==> src/rtl/mod_updown_counter_pkg.sv <==
// Shared constants for the up/down counter: direction encoding on ctrl and
// the limit-handling mode selected by SATURATE.
package mod_updown_counter_pkg;

  localparam logic UP   = 1'b1;
  localparam logic DOWN = 1'b0;

  localparam logic WRAP = 1'b0;
  localparam logic SAT  = 1'b1;

endpackage

==> src/rtl/mod_updown_next.sv <==
// Combinational step logic: next count and roll condition for one enabled step.
// A step past a limit wraps or holds, depending on SATURATE.
module mod_updown_next
  import mod_updown_counter_pkg::*;
#(
  parameter int WIDTH    = 4,
  parameter int MODULUS  = 16,
  parameter int SATURATE = 0
) (
  input  logic [WIDTH-1:0] q_i,
  input  logic             ctrl_i,
  input  logic             en_i,
  output logic [WIDTH-1:0] next_o,
  output logic             roll_o
);

  localparam logic [WIDTH-1:0] MAX_C    = WIDTH'(MODULUS - 1);
  localparam logic             SAT_MODE = (SATURATE != 0) ? SAT : WRAP;

  // Limits are compared explicitly so a non-power-of-two MODULUS wraps correctly.
  always_comb begin
    next_o = q_i;
    roll_o = 1'b0;
    if (en_i) begin
      if (ctrl_i == UP) begin
        if (q_i == MAX_C) begin
          roll_o = 1'b1;
          if (SAT_MODE == WRAP) next_o = '0;
        end else begin
          next_o = q_i + WIDTH'(1);
        end
      end else begin
        if (q_i == '0) begin
          roll_o = 1'b1;
          if (SAT_MODE == WRAP) next_o = MAX_C;
        end else begin
          next_o = q_i - WIDTH'(1);
        end
      end
    end
  end

endmodule

==> src/rtl/mod_updown_counter.sv <==
// Modulo up/down counter with parallel load, registered roll pulse and a
// combinational terminal-count flag for the current direction.
module mod_updown_counter
  import mod_updown_counter_pkg::*;
#(
  parameter int WIDTH    = 4,
  parameter int MODULUS  = 16,
  parameter int SATURATE = 0
) (
  input  logic             clk,
  input  logic             rst,
  input  logic             en,
  input  logic             ctrl,
  input  logic             load,
  input  logic [WIDTH-1:0] din,
  output logic [WIDTH-1:0] q,
  output logic             tc,
  output logic             roll
);

  localparam logic [WIDTH-1:0] MAX_C = WIDTH'(MODULUS - 1);

  logic [WIDTH-1:0] count_q, count_d;
  logic             roll_q, roll_d;
  logic [WIDTH-1:0] step_next;
  logic             step_roll;
  logic [WIDTH-1:0] din_clamped;

  mod_updown_next #(
    .WIDTH   (WIDTH),
    .MODULUS (MODULUS),
    .SATURATE(SATURATE)
  ) u_next (
    .q_i   (count_q),
    .ctrl_i(ctrl),
    .en_i  (en),
    .next_o(step_next),
    .roll_o(step_roll)
  );

  // din > MAX_C is the same test as din >= MODULUS without needing WIDTH+1 bits.
  assign din_clamped = (din > MAX_C) ? MAX_C : din;

  always_comb begin
    count_d = step_next;
    roll_d  = step_roll;
    if (load) begin
      count_d = din_clamped;
      roll_d  = 1'b0;
    end
  end

  always_ff @(posedge clk) begin
    if (rst) begin
      count_q <= '0;
      roll_q  <= 1'b0;
    end else begin
      count_q <= count_d;
      roll_q  <= roll_d;
    end
  end

  assign q    = count_q;
  assign roll = roll_q;
  assign tc   = ((ctrl == UP) && (count_q == MAX_C)) || ((ctrl == DOWN) && (count_q == '0));

endmodule

==> config.mk <==
export PLATFORM = sky130hd
export DESIGN_NAME = mod_updown_counter
export DESIGN_NICKNAME = d
export VERILOG_FILES = /design/src/rtl/mod_updown_counter_pkg.sv /design/src/rtl/mod_updown_next.sv /design/src/rtl/mod_updown_counter.sv
export SDC_FILE = /design/constraint.sdc
export NUM_CORES = 1
export LEC_CHECK = 0
export CORE_AREA = 2 2 39 41
export DETAILED_ROUTE_END_ITERATION = 16
export DIE_AREA = 0 0 41 43
export GPL_TIMING_DRIVEN = 0
export PLACE_DENSITY = 0.65
export SYNTH_ARGS = -nofsm -noshare
export SYNTH_HDL_FRONTEND = slang
export SYNTH_SLANG_ARGS = --single-unit
==> constraint.sdc <==
create_clock -name clk -period 2.9 [get_ports clk]
set_clock_uncertainty 0.1 [all_clocks]
set_input_delay 0.58 -clock clk [delete_from_list [all_inputs] [get_ports clk]]
set_output_delay 0.58 -clock clk [all_outputs]
set_load 0.02 [all_outputs]
After elaboration in Yosys (flattened, before gate mapping)
Cells that the tools add are included.
Cells by class
  bitwise operators: 2
  order comparisons: 1
  $mul: 0
  shifts and indexed selects: 0
  equality and inequality tests: 1
  div/mod/pow operators: 0
  mux-type cells: 9
  reduce and logical (&&, ||, !) cells: 6
  add/sub/neg operators: 2
Operators by type and width (number)
  4-bit two-way mux: 6
  4-bit by 1-bit adder with 4-bit output (second input constant): 1
  4-bit equality test (second input constant): 1
  4-bit greater-than comparator (second input constant): 1
  4-bit zero test: 1
  4-bit by 1-bit subtractor with 4-bit output (second input constant): 1
  1-bit two-way mux: 3
  3-bit OR reduction: 1
  1-bit logical AND: 2
  1-bit inverter: 2
  2-bit nonzero test: 1
  1-bit logical OR: 1
Storage, ports and cells
  logic and storage cells: 23
  register bits: 5
  output and inout port bits: 6
  RAM bits: 0
  memories: 0
  ROM bits: 0
  latch bits: 0
  bits of input ports: 9

Longest topological paths before layout
Gate-level depths: netlist of the first run.
  depth after elaboration: 5
  depth in mapped cells: 6
  mapped depth without buffers: 6

Modules after synthesis
Synthesis of the first run repeated with hierarchy kept, for this count alone.
Second synthesis, totals
  cell total of the unflattened synthesis: 49
  area, all modules: 400.4 µm²
Modules (own cells, without submodules)
  mod_updown_next: area an instance 209.0 µm², cells an instance 31, sequential area each 0.0 µm², instances 1
  mod_updown_counter: area an instance 191.4 µm², cells an instance 18, sequential area each 100.1 µm², instances 1

Worst setup path before layout of the first run
No wires, ideal clock.
  kind: input port to output port
  start: input port ctrl
  end: output port tc
  cell stages on the path: 3
  buffers on the path: 1
  arrival: 1404 ps
  setup slack: 816 ps
  required time: 2220 ps
  cell sequence: buf_2 -> or4b_4 -> nand2_1
On the way
  longest elaborated chain between the ends: 3
  elaborated cells between the ends (all ways): 4
  classes of those cells: bitwise: 1; reduce/logical: 3
RTL lines
  start: declaration: RTL line mod_updown_counter.sv:13  | input logic ctrl,
  1-bit inverter: RTL line mod_updown_counter.sv:65  | assign tc = ((ctrl == UP) && (count_q == MAX_C)) || ((ctrl == DOWN) && (count_q == '0));
  1-bit logical AND: RTL line mod_updown_counter.sv:65
  1-bit logical OR *: RTL line mod_updown_counter.sv:65
  end: declaration: RTL line mod_updown_counter.sv:17  | output logic tc,
Mark *: on every way between the ends. The rest lies on a longest branch, timed or not.

Worst setup path in the final report of the first run
  start: register count_q[0] (netlist: q[0])
  end: output port tc
On the way
  longest elaborated chain between the ends: 3
  elaborated cells between the ends (all ways): 5
  classes of those cells: eq/ne: 1; reduce/logical: 4
RTL lines
  start: declaration: RTL line mod_updown_counter.sv:23  | logic [WIDTH-1:0] count_q, count_d;
  start signal: assignment: RTL line mod_updown_counter.sv:58  | count_q <= count_d;
  4-bit equality test or 4-bit zero test (tied branches): RTL line mod_updown_counter.sv:65
  1-bit logical AND: RTL line mod_updown_counter.sv:65
  1-bit logical OR *: RTL line mod_updown_counter.sv:65
Marked as above.

==> impl_metrics.csv, run 1 <==
group,metric,value,unit
synthesis,synth_nets,60,
critical_path,cp-start-kind,"flip-flop",
grt,grt_use_total,11.7,%
routing,wl_met2,350,um
routing,drt_first_pass_iters,4,
critical_path,worstRegToRegCells,5,
timing,slew_viol_final,0,
synthesis,synth_edf_count,0,
pwr,switchingPower,0.0000672,W
timing,fin_crit,2.71,ns
final_layout,stdcell_count,82,
cts,path_clk_slew,0.04,ns
placement,place_congestion,0.654,
outcome,outcome,"finished, final reports clean",
critical_path,reg2reg_to,"q[3]$_SDFFE_PP0P_",
synthesis,syn_area_per_cell,8.04,um^2
final_layout,syn_to_final_growth,44.8,%
critical_path,critical_path_class,"reg -> out",
routing,drtIter0Drc,14,
critical_path,crit_start,"q[0]$_SDFFE_PP0P_",
synthesis,synth_simple_gate_area_share,27.6,%
synthesis,synth.area.top_cells,"dfxtp_1 (25%), ha_1 (6.3%), a21oi_1 (5.1%), and4b_1 (5.1%), mux2i_1 (5.1%)",
critical_path,r2r_start,"q[0]$_SDFFE_PP0P_",
grt,antenna_found_initial,0,
pwr,clkPwrFrac,32.9,%
routing,num_vias,382,
critical_path,critPathMaxFanout,8,
cts,cts-buffers-inserted,3,
cts,cts-resized-gates,0,
routing,wl_met3,72,um
die,initial_core_util,28.5,%
cts,cts_hold_buf,0,
synthesis,synth_top_area_share,25.4,%
timing,fin_crit_sh,93.6,%
cts,clockBufferDepth,2,
synthesis,synth.ff_latch_count,5,
die,dieArea,1760,um^2
die,fp.dieH,43,um
routing,maxUsedRoutingLayer,"met3",
cts,clkLatencyLatePin,0.23,ns
critical_path,cp_data_arrival_time,2.03,ns
final_layout,layout-drive-gt1-share,12.1,%
timing,whs,0.582,ns
pwr,ir_drop,175,uV
routing,routedWlPerCell,10.2,um
min_path,hold_path.class,"reg -> reg",
job,maxCapViolCount,0,
cts,cts_htree_levels,1,
placement,port_buffers,13,
grt,grt_pass1_vias,343,
critical_path,r2r_setup_slack,1.23,ns
timing,slew_headroom,73.2,%
placement,placed_cells,78,
synthesis,syn_area,394,um^2
die,core,1380,um^2
cts,cts_tree,"yes",
final_layout,nets,78,
final_layout,fillers,148,
synthesis,synth-compound-area-share,22.2,%
routing,viasPerCell,4.66,
routing,wirelength_met1,418,um
routing,final_antenna_net_count,0,
synthesis,async_reset_ff_share,0,%
timing,hold_viol,0,
min_path,hold_end,"roll$_SDFF_PP0_",
final_layout,diodes,0,
synthesis,synth-adder-area-share,6.35,%
synthesis,synth_top_family_by_area,"simple AND/OR/NAND/NOR gates",
critical_path,crit_path_top_delay_cell,"clkdlybuf4s50_1",
synthesis,synth_cell_types,26,
pwr,intPower,0.000166,W
pwr,pwr-share-seq,34.8,%
pwr,sw_frac_of_total,28.8,%
grt,grt-ovfl-total,0,
routing,drt_wl_total,840,um
grt,grt_pass1_wl,1.44,mm
timing,setup_tns,0,ns
synthesis,syn_inst,49,
critical_path,cp_slowest_stage_delay,0.60,ns
synthesis,yosys.area.top_type,"dfxtp_1",
min_path,whs_path_depth,2,
min_path,hold_start,"q[2]$_SDFFE_PP0P_",
synthesis,synth-xor-area-share,4.44,%
placement,dpl.hpwl,651,um
die,die_w,41,um
timing,rsz0062_at_grt,"false",
critical_path,critPathCaptureType,"output pin",
synthesis,synth-main-ff-cell,"dfxtp_1",
cts,post_cts_buffers,0,
die,ioPinCount,15,
die,num_rows,14,
timing,tightest_slew,0.402,ns
critical_path,required,2.22,ns
grt,grt_max_degree,11,
timing,setup_violations,0,
cts,clkSinkCount,5,
cts,ctsRootBufferMaster,"clkbuf_4",
routing,post-route-drc-count,0,
synthesis,synth.mux.area_fraction,5.08,%
pwr,power_frac_comb,32.3,%
timing,fmax,0.368,GHz
synthesis,yosysMostFrequentCell,"dfxtp_1",
critical_path,crit_chain,"inv_1 -> ha_1 -> or4b_4 -> nand2_1 -> clkdlybuf4s50_1",
pwr,p_per_area,410,nW/um^2
synthesis,yosysWarnings,0,
synthesis,seq_area_frac_synth,25.4,%
pwr,power_leakage,0.230,nW
## power by group through the flow
stage	Clock (W)	Combinational [W]	Sequential, W
after floorplan	0	0.0000404	0.0000869
after global placement	0	0.0000751	0.0000823
after detailed placement	0	0.0000755	0.0000825
after CTS	0.0000821	0.0000758	0.0000813
after global routing	0.0000870	0.0000841	0.0000822
final	0.0000769	0.0000755	0.0000812
## placed cells by master, fill, tap and decap left out, types with 3 or more instances in the layout
cell type / count
inv_1: 4
o21ai_0: 4
clkdlybuf4s50_1: 13
nand2_1: 4
clkbuf_4: 3
nor2_1: 4
dfxtp_1: 5
a21oi_1: 4
## worst max-delay path: cells and delay by family, from the launching register on
| family | cells | cell delay (ns) |
|---|---|---|
| buf+inv | 2 | 0.70 |
| simple gates | 2 | 0.57 |
| fa+ha+maj | 1 | 0.16 |
| flops | 1 | 0.36 |
## stage by stage
stage                     utilization (%)  instance area (um^2)  power [W]  setup WS, ns
after floorplan                         -                   394   0.000127         0.816
after global placement               39.3                   544   0.000157         0.293
after detailed placement             39.3                   544   0.000158         0.287
after CTS                            41.2                   571   0.000239         0.172
after global routing                 41.2                   571   0.000253        0.0616
final                                41.2                   571   0.000234         0.186
## flip-flops by register name, summed over array words and instances, names as in the netlist
name	cells
q	4
roll	1
## logic make-up (layout without fill, tap and decap cells)
group,count (synthesis),after routing
AND/OR/NAND/NOR,18,18
XOR/XNOR,2,2
flip-flops,5,5
multiplexers,2,2
buffers and inverters,7,24
AO/OA/AOI/OAI,13,13
adder cells (fa/ha/maj),2,2
## routing by layer
metal / up-vias / GRT usage, %
met5: - / 0
met4: 0 / 2.00
met3: 0 / 6.28
met2: 14 / 15.3
met1: 159 / 17.0
li1: 209 / -
## cell type report
| cell class | instances | area [um^2] | share of cell area, % |
|---|---|---|---|
| Buffer | 3 | 20.0 | 3.51 |
| Timing Repair Buffer | 13 | 130 | 22.8 |
| Clock buffer | 4 | 26.3 | 4.61 |
| Inverter | 4 | 15.0 | 2.63 |
| Tap cell | 16 | 20.0 | 3.51 |
| Sequential cell | 5 | 100 | 17.5 |
| Multi-Input combinational cell | 37 | 259 | 45.4 |
## worst max path at each step
stage	end	slack [ns]
global route	tc	0.06
global placement	tc	0.29
floorplan	tc	0.82
finish	tc	0.19
detailed placement	tc	0.29
CTS	tc	0.17
No activity file was read; power rests on OpenSTA's default activity.
==> run 2, diff against run 1 <==
--- a/config.mk
+++ b/config.mk
@@ -10,6 +10,7 @@
 export DIE_AREA = 0 0 41 43
 export GPL_TIMING_DRIVEN = 0
 export PLACE_DENSITY = 0.65
+export REMOVE_ABC_BUFFERS = 1
 export SYNTH_ARGS = -nofsm -noshare
 export SYNTH_HDL_FRONTEND = slang
 export SYNTH_SLANG_ARGS = --single-unit
==> run 2 against run 1 <==
Sequential cell count unchanged. Hold slack better by 0.0088 ns. Total power up 0.46%. Sequential power up 2%. Register-to-register slack about the same.
==> impl_metrics.csv, run 2 (synthesis gave the netlist of run 1 again) <==
group,metric,value,unit
die,dieArea,1760,um^2
grt,antenna_found_initial,0,
cts,clkLatencyLatePin,0.24,ns
job,maxCapViolCount,0,
final_layout,final_cell_mix,"clkdlybuf4s50_1 (13), dfxtp_1 (5)",
final_layout,largest_reg_flops,4,
grt,grt_max_degree,12,
pwr,ir_drop,186,uV
cts,cts_htree_levels,1,
routing,drtIter0Drc,2,
die,ioPinCount,15,
cts,post_cts_buffers,0,
placement,dpl_worst_slack,-0.169,ns
placement,place_congestion,0.721,
routing,num_vias,395,
timing,finalWorstSetupSlack,0.0948,ns
routing,final_antenna_net_count,0,
final_layout,nets,76,
min_path,whs_path_depth,2,
timing,hold_viol,0,
critical_path,cp_slowest_stage_delay,0.60,ns
final_layout,layout-drive-gt1-share,9.38,%
critical_path,crit_chain,"dlygate4sd2_1 -> or4b_4 -> nand2_1 -> clkdlybuf4s50_1",
critical_path,worstRegToRegCells,5,
timing,slew_viol_final,0,
pwr,p_per_area,420,nW/um^2
outcome,outcome,"finished, final reports clean",
timing,fmax,0.356,GHz
cts,path_clk_slew,0.05,ns
timing,rsz0062_at_grt,"false",
routing,drt_wl_total,822,um
critical_path,r2r_setup_slack,1.24,ns
timing,fin_crit,2.81,ns
critical_path,cp-start-kind,"input pin",
timing,fin_crit_sh,96.7,%
final_layout,final_common_cell,"clkdlybuf4s50_1",
routing,viasPerCell,4.94,
die,die_w,41,um
cts,cts_tree,"yes",
die,core,1380,um^2
timing,setup_violations,0,
critical_path,crit_path_top_delay_cell,"clkdlybuf4s50_1",
cts,clkSinkCount,5,
grt,grt_use_total,9.84,%
critical_path,cp_data_arrival_time,2.13,ns
cts,clockBufferDepth,2,
final_layout,stdcell_count,80,
routing,post-route-drc-count,0,
die,fp.dieH,43,um
critical_path,critPathCaptureType,"output pin",
final_layout,fillers,147,
cts,ctsRootBufferMaster,"clkbuf_4",
critical_path,critPathMaxFanout,8,
routing,drt_first_pass_iters,3,
final_layout,diodes,0,
timing,slew_headroom,74.7,%
critical_path,reg2reg_to,"q[3]$_SDFFE_PP0P_",
critical_path,r2r_start,"q[0]$_SDFFE_PP0P_",
pwr,power_leakage,0.224,nW
min_path,hold_path.class,"reg -> reg",
timing,whs,0.591,ns
grt,grt-ovfl-total,0,
die,num_rows,14,
min_path,hold_start,"q[2]$_SDFFE_PP0P_",
grt,grt_pass1_wl,1.21,mm
placement,placed_cells,76,
placement,port_buffers,14,
final_layout,syn_to_final_growth,41.9,%
die,initial_core_util,28.5,%
grt,grt_pass1_vias,294,
cts,cts-buffers-inserted,3,
routing,routedWlPerCell,10.3,um
critical_path,required,2.22,ns
placement,dpl.hpwl,625,um
timing,tightest_slew,0.379,ns
min_path,hold_end,"roll$_SDFF_PP0_",
critical_path,critical_path_class,"in -> out",
==> run 2: changes by cell type in the layout (fill, tap and decap cells not counted), sizes merged <==
cell and change:
buf -2, clkbuf -1, dlygate4sd2 +1
==> run 2: cell type report <==
type                    count  area (um^2)  area share, %
clock buffers               4         26.3           4.70
inverters                   4         15.0           2.68
well taps                  16         20.0           3.58
multi-input cells          37          259           46.3
repair buffers             14          139           24.8
flip-flops and latches      5          100           17.9
==> run 2: metal layers <==
metal | share of wire [%] | wire length (um) | track usage [%] | up-vias
met2 | 48 | 395 | 13.1 | 12
met5 | 0 | 0 | 0 | -
met4 | 0 | 0 | 4.00 | 0
li1 | - | - | - | 204
met1 | 47 | 383 | 14.1 | 179
met3 | 5.2 | 43 | 3.14 | 0
==> run 2: what timing repair did <==
item                       CTS  global route
setup endpoints to repair    1             0
hold buffers                 0             0
resized for setup            1             0
==> run 2: worst max-delay path, delay by kind of cell <==
kind          cells  cell delay (ns)
simple gates      2             0.62
buf+inv           2             0.92
==> run 2: where the power goes <==
part	switching [W]	internal, W
registers	0.00000914	0.0000739
clock network	0.0000290	0.0000521
logic	0.0000323	0.0000383
total	0.0000704	0.000164
==> run 2: how the worst max path moves through the flow <==
stage | start | slack [ns] | endpoint | depth (start not counted)
6_report | ctrl | 0.09 | tc | 4
5_1_grt | ctrl | 0.03 | tc | 4
4_1_cts | ctrl | 0.09 | tc | 4
3_5_place_dp | ctrl | -0.17 | tc | 4
3_3_place_gp | ctrl | -0.17 | tc | 4
2_1_floorplan | q[0]$_SDFFE_PP0P_ | 0.91 | tc | 4
==> run 2: stage by stage <==
stage | instance area [um^2] | power, W | TNS, ns | util (%)
3_3_place_gp | 534 | 0.000155 | -0.171 | 38.6
5_1_grt | 559 | 0.000247 | 0 | 40.4
3_5_place_dp | 534 | 0.000156 | -0.169 | 38.6
2_1_floorplan | 374 | 0.000122 | 0 | -
4_1_cts | 559 | 0.000236 | 0 | 40.4
6_report | 559 | 0.000235 | 0 | 40.4
==> run 3, diff against run 2 <==
--- a/config.mk
+++ b/config.mk
@@ -5,11 +5,12 @@
 export SDC_FILE = /design/constraint.sdc
 export NUM_CORES = 1
 export LEC_CHECK = 0
+export ABC_AREA = 1
 export CORE_AREA = 2 2 39 41
 export DETAILED_ROUTE_END_ITERATION = 16
 export DIE_AREA = 0 0 41 43
 export GPL_TIMING_DRIVEN = 0
-export PLACE_DENSITY = 0.65
+export PLACE_DENSITY = 0.63
 export REMOVE_ABC_BUFFERS = 1
 export SYNTH_ARGS = -nofsm -noshare
 export SYNTH_HDL_FRONTEND = slang
==> run 3 against run 2 <==
Cell area down 0.89%. Area after synthesis down 3.8%. Total power about the same. Combinational power about the same. Non-clock buffer count unchanged. Routed wire length up 8.8%. Critical path type unchanged. Largest power group unchanged.
==> impl_metrics.csv, run 3 <==
group,metric,value,unit
pwr,power_leakage,0.248,nW
synthesis,syn_area,379,um^2
synthesis,async_reset_ff_share,0,%
synthesis,synth.area.top_cells,"dfxtp_1 (26%), nand2_1 (17%), inv_1 (8.9%), nand3_1 (7.9%), ha_1 (6.6%)",
final_layout,final_cell_mix,"nand2_1 (17), clkdlybuf4s50_1 (14), inv_1 (9)",
grt,grt-ovfl-total,0,
routing,viasPerCell,4.59,
timing,setup_tns,0,ns
routing,drtIter0Drc,6,
die,dieArea,1760,um^2
die,num_rows,14,
critical_path,worstRegToRegCells,8,
synthesis,seq_area_frac_synth,26.4,%
outcome,outcome,"finished, final reports clean",
final_layout,final_core_util,40.1,%
routing,num_vias,422,
synthesis,synth.ff_latch_count,5,
synthesis,synth_cell_types,17,
die,die_w,41,um
synthesis,synth-main-ff-cell,"dfxtp_1",
critical_path,critPathCaptureType,"output pin",
timing,slew_viol_final,0,
pwr,ir_drop,165,uV
critical_path,r2r_start,"q[0]$_SDFFE_PP0P_",
timing,tightest_slew,0.367,ns
final_layout,diodes,0,
synthesis,yosys.area.top_type,"dfxtp_1",
grt,grt_pass1_wl,1.54,mm
timing,fmax,0.360,GHz
cts,cts_tree,"yes",
die,core,1380,um^2
grt,grt_use_total,13.1,%
synthesis,synth_edf_count,0,
critical_path,critical_path_class,"in -> out",
synthesis,synth_top_area_share,26.4,%
critical_path,reg2reg_to,"q[3]$_SDFFE_PP0P_",
cts,cts_htree_levels,1,
routing,drt_first_pass_iters,4,
timing,rsz0062_at_grt,"false",
critical_path,critPathCapture,"tc",
final_layout,syn_to_final_growth,46.2,%
cts,post_cts_buffers,0,
timing,whs,0.450,ns
critical_path,required,2.22,ns
cts,ctsRootBufferMaster,"clkbuf_4",
timing,fin_crit_sh,95.8,%
routing,final_antenna_net_count,0,
critical_path,cp_data_arrival_time,2.10,ns
cts,clockBufferDepth,2,
critical_path,cp_slowest_stage_delay,0.60,ns
die,fp.dieH,43,um
synthesis,syn_inst,59,
placement,dpl.hpwl,702,um
synthesis,syn_area_per_cell,6.43,um^2
cts,cts_hold_buf,0,
final_layout,stdcell_area,554,um^2
pwr,p_per_area,424,nW/um^2
cts,cts-buffers-inserted,3,
timing,fin_crit,2.78,ns
synthesis,yosysMostFrequentCell,"nand2_1",
cts,clkSinkCount,5,
cts,path_clk_slew,0.04,ns
placement,port_buffers,14,
critical_path,r2r_setup_slack,1.45,ns
timing,hold_viol,0,
final_layout,nets,88,
timing,setup_violations,0,
routing,routedWlPerCell,9.72,um
synthesis,yosysWarnings,0,
final_layout,layout-drive-gt1-share,7.89,%
grt,antenna_found_initial,0,
min_path,hold_path.class,"reg -> reg",
routing,post-route-drc-count,0,
job,maxCapViolCount,0,
die,initial_core_util,27.4,%
critical_path,critPathMaxFanout,6,
timing,slew_headroom,75.4,%
critical_path,crit_path_top_delay_cell,"clkdlybuf4s50_1",
grt,grt_max_degree,9,
grt,grt_pass1_vias,399,
die,ioPinCount,15,
final_layout,final_common_cell,"nand2_1",
cts,clkLatencyLatePin,0.24,ns
placement,place_congestion,0.762,
placement,place_area,528,um^2
critical_path,cp-start-kind,"input pin",
critical_path,crit_start,"ctrl",
routing,drt_wl_total,894,um
cts,cts-resized-gates,0,
synthesis,synth_commonest_cells,"nand2_1 (17), inv_1 (9), nand3_1 (6), nor2_1 (6), dfxtp_1 (5)",
critical_path,crit_chain,"clkdlybuf4s50_1 -> inv_1 -> nor2_1 -> inv_1 -> nand2_1 -> clkdlybuf4s50_1",
final_layout,largest_reg_flops,4,
[run 3: worst min path at each step]
| stage | start | endpoint | slack [ns] | cells past startpoint |
|---|---|---|---|---|
| 2_1_floorplan | q[3]$_SDFFE_PP0P_ | q[3]$_SDFFE_PP0P_ | 0.49 | 2 |
| 3_3_place_gp | q[3]$_SDFFE_PP0P_ | q[3]$_SDFFE_PP0P_ | 0.45 | 2 |
| 3_5_place_dp | q[3]$_SDFFE_PP0P_ | q[3]$_SDFFE_PP0P_ | 0.45 | 2 |
| 4_1_cts | q[3]$_SDFFE_PP0P_ | q[3]$_SDFFE_PP0P_ | 0.45 | 2 |
| 5_1_grt | q[3]$_SDFFE_PP0P_ | q[3]$_SDFFE_PP0P_ | 0.49 | 2 |
| 6_report | q[3]$_SDFFE_PP0P_ | q[3]$_SDFFE_PP0P_ | 0.45 | 2 |
[run 3: worst max-delay path, delay by kind of cell]
family | cells | cell delay, ns
buffers and inverters | 4 | 1.34
AND/OR/NAND/NOR | 2 | 0.18
[run 3: final cells by class]
class / count / area, um^2
clock buffers: 4 / 26.3
flip-flops and latches: 5 / 100
repair buffers: 14 / 140
multi-input cells: 44 / 234
inverters: 9 / 33.8
fillers: 155 / 830
well taps: 16 / 20.0
[run 3: layer usage]
layer  share of wire, %  vias to the layer above  track usage [%]
li1                   -                      222                -
met1                 43                      183             15.4
met2                 49                       15             19.1
met3                6.9                        2             4.71
met4                1.0                        0             8.00
met5                  0                        -                0
[run 3: kinds of logic (layout without fill, tap and decap cells)]
| family | Yosys count | after routing | synth area share, % |
|---|---|---|---|
| adder cells (fa/ha/maj) | 2 | 2 | 6.60 |
| buffers and inverters | 10 | 27 | 11.9 |
| AO/OA/AOI/OAI | 8 | 8 | 13.2 |
| flip-flops | 5 | 5 | 26.4 |
| XOR/XNOR | 2 | 2 | 4.62 |
| AND/OR/NAND/NOR | 32 | 32 | 37.3 |
[run 3: report_power, final]
group,switching [W],internal (W),leakage [nW]
combinational,0.0000347,0.0000358,0.192
sequential,0.00000882,0.0000739,0.0413
clock,0.0000297,0.0000521,0.0150
total,0.0000732,0.000162,0.248
[run 3: stage by stage]
step / power [W] / cells / setup WS, ns
final: 0.000235 / 92 / 0.121
after global routing: 0.000255 / 92 / 0.0438
after CTS: 0.000240 / 92 / 0.121
after detailed placement: 0.000155 / 88 / 0.130
after global placement: 0.000154 / 88 / 0.127
after floorplan: 0.000122 / 58 / 1.08
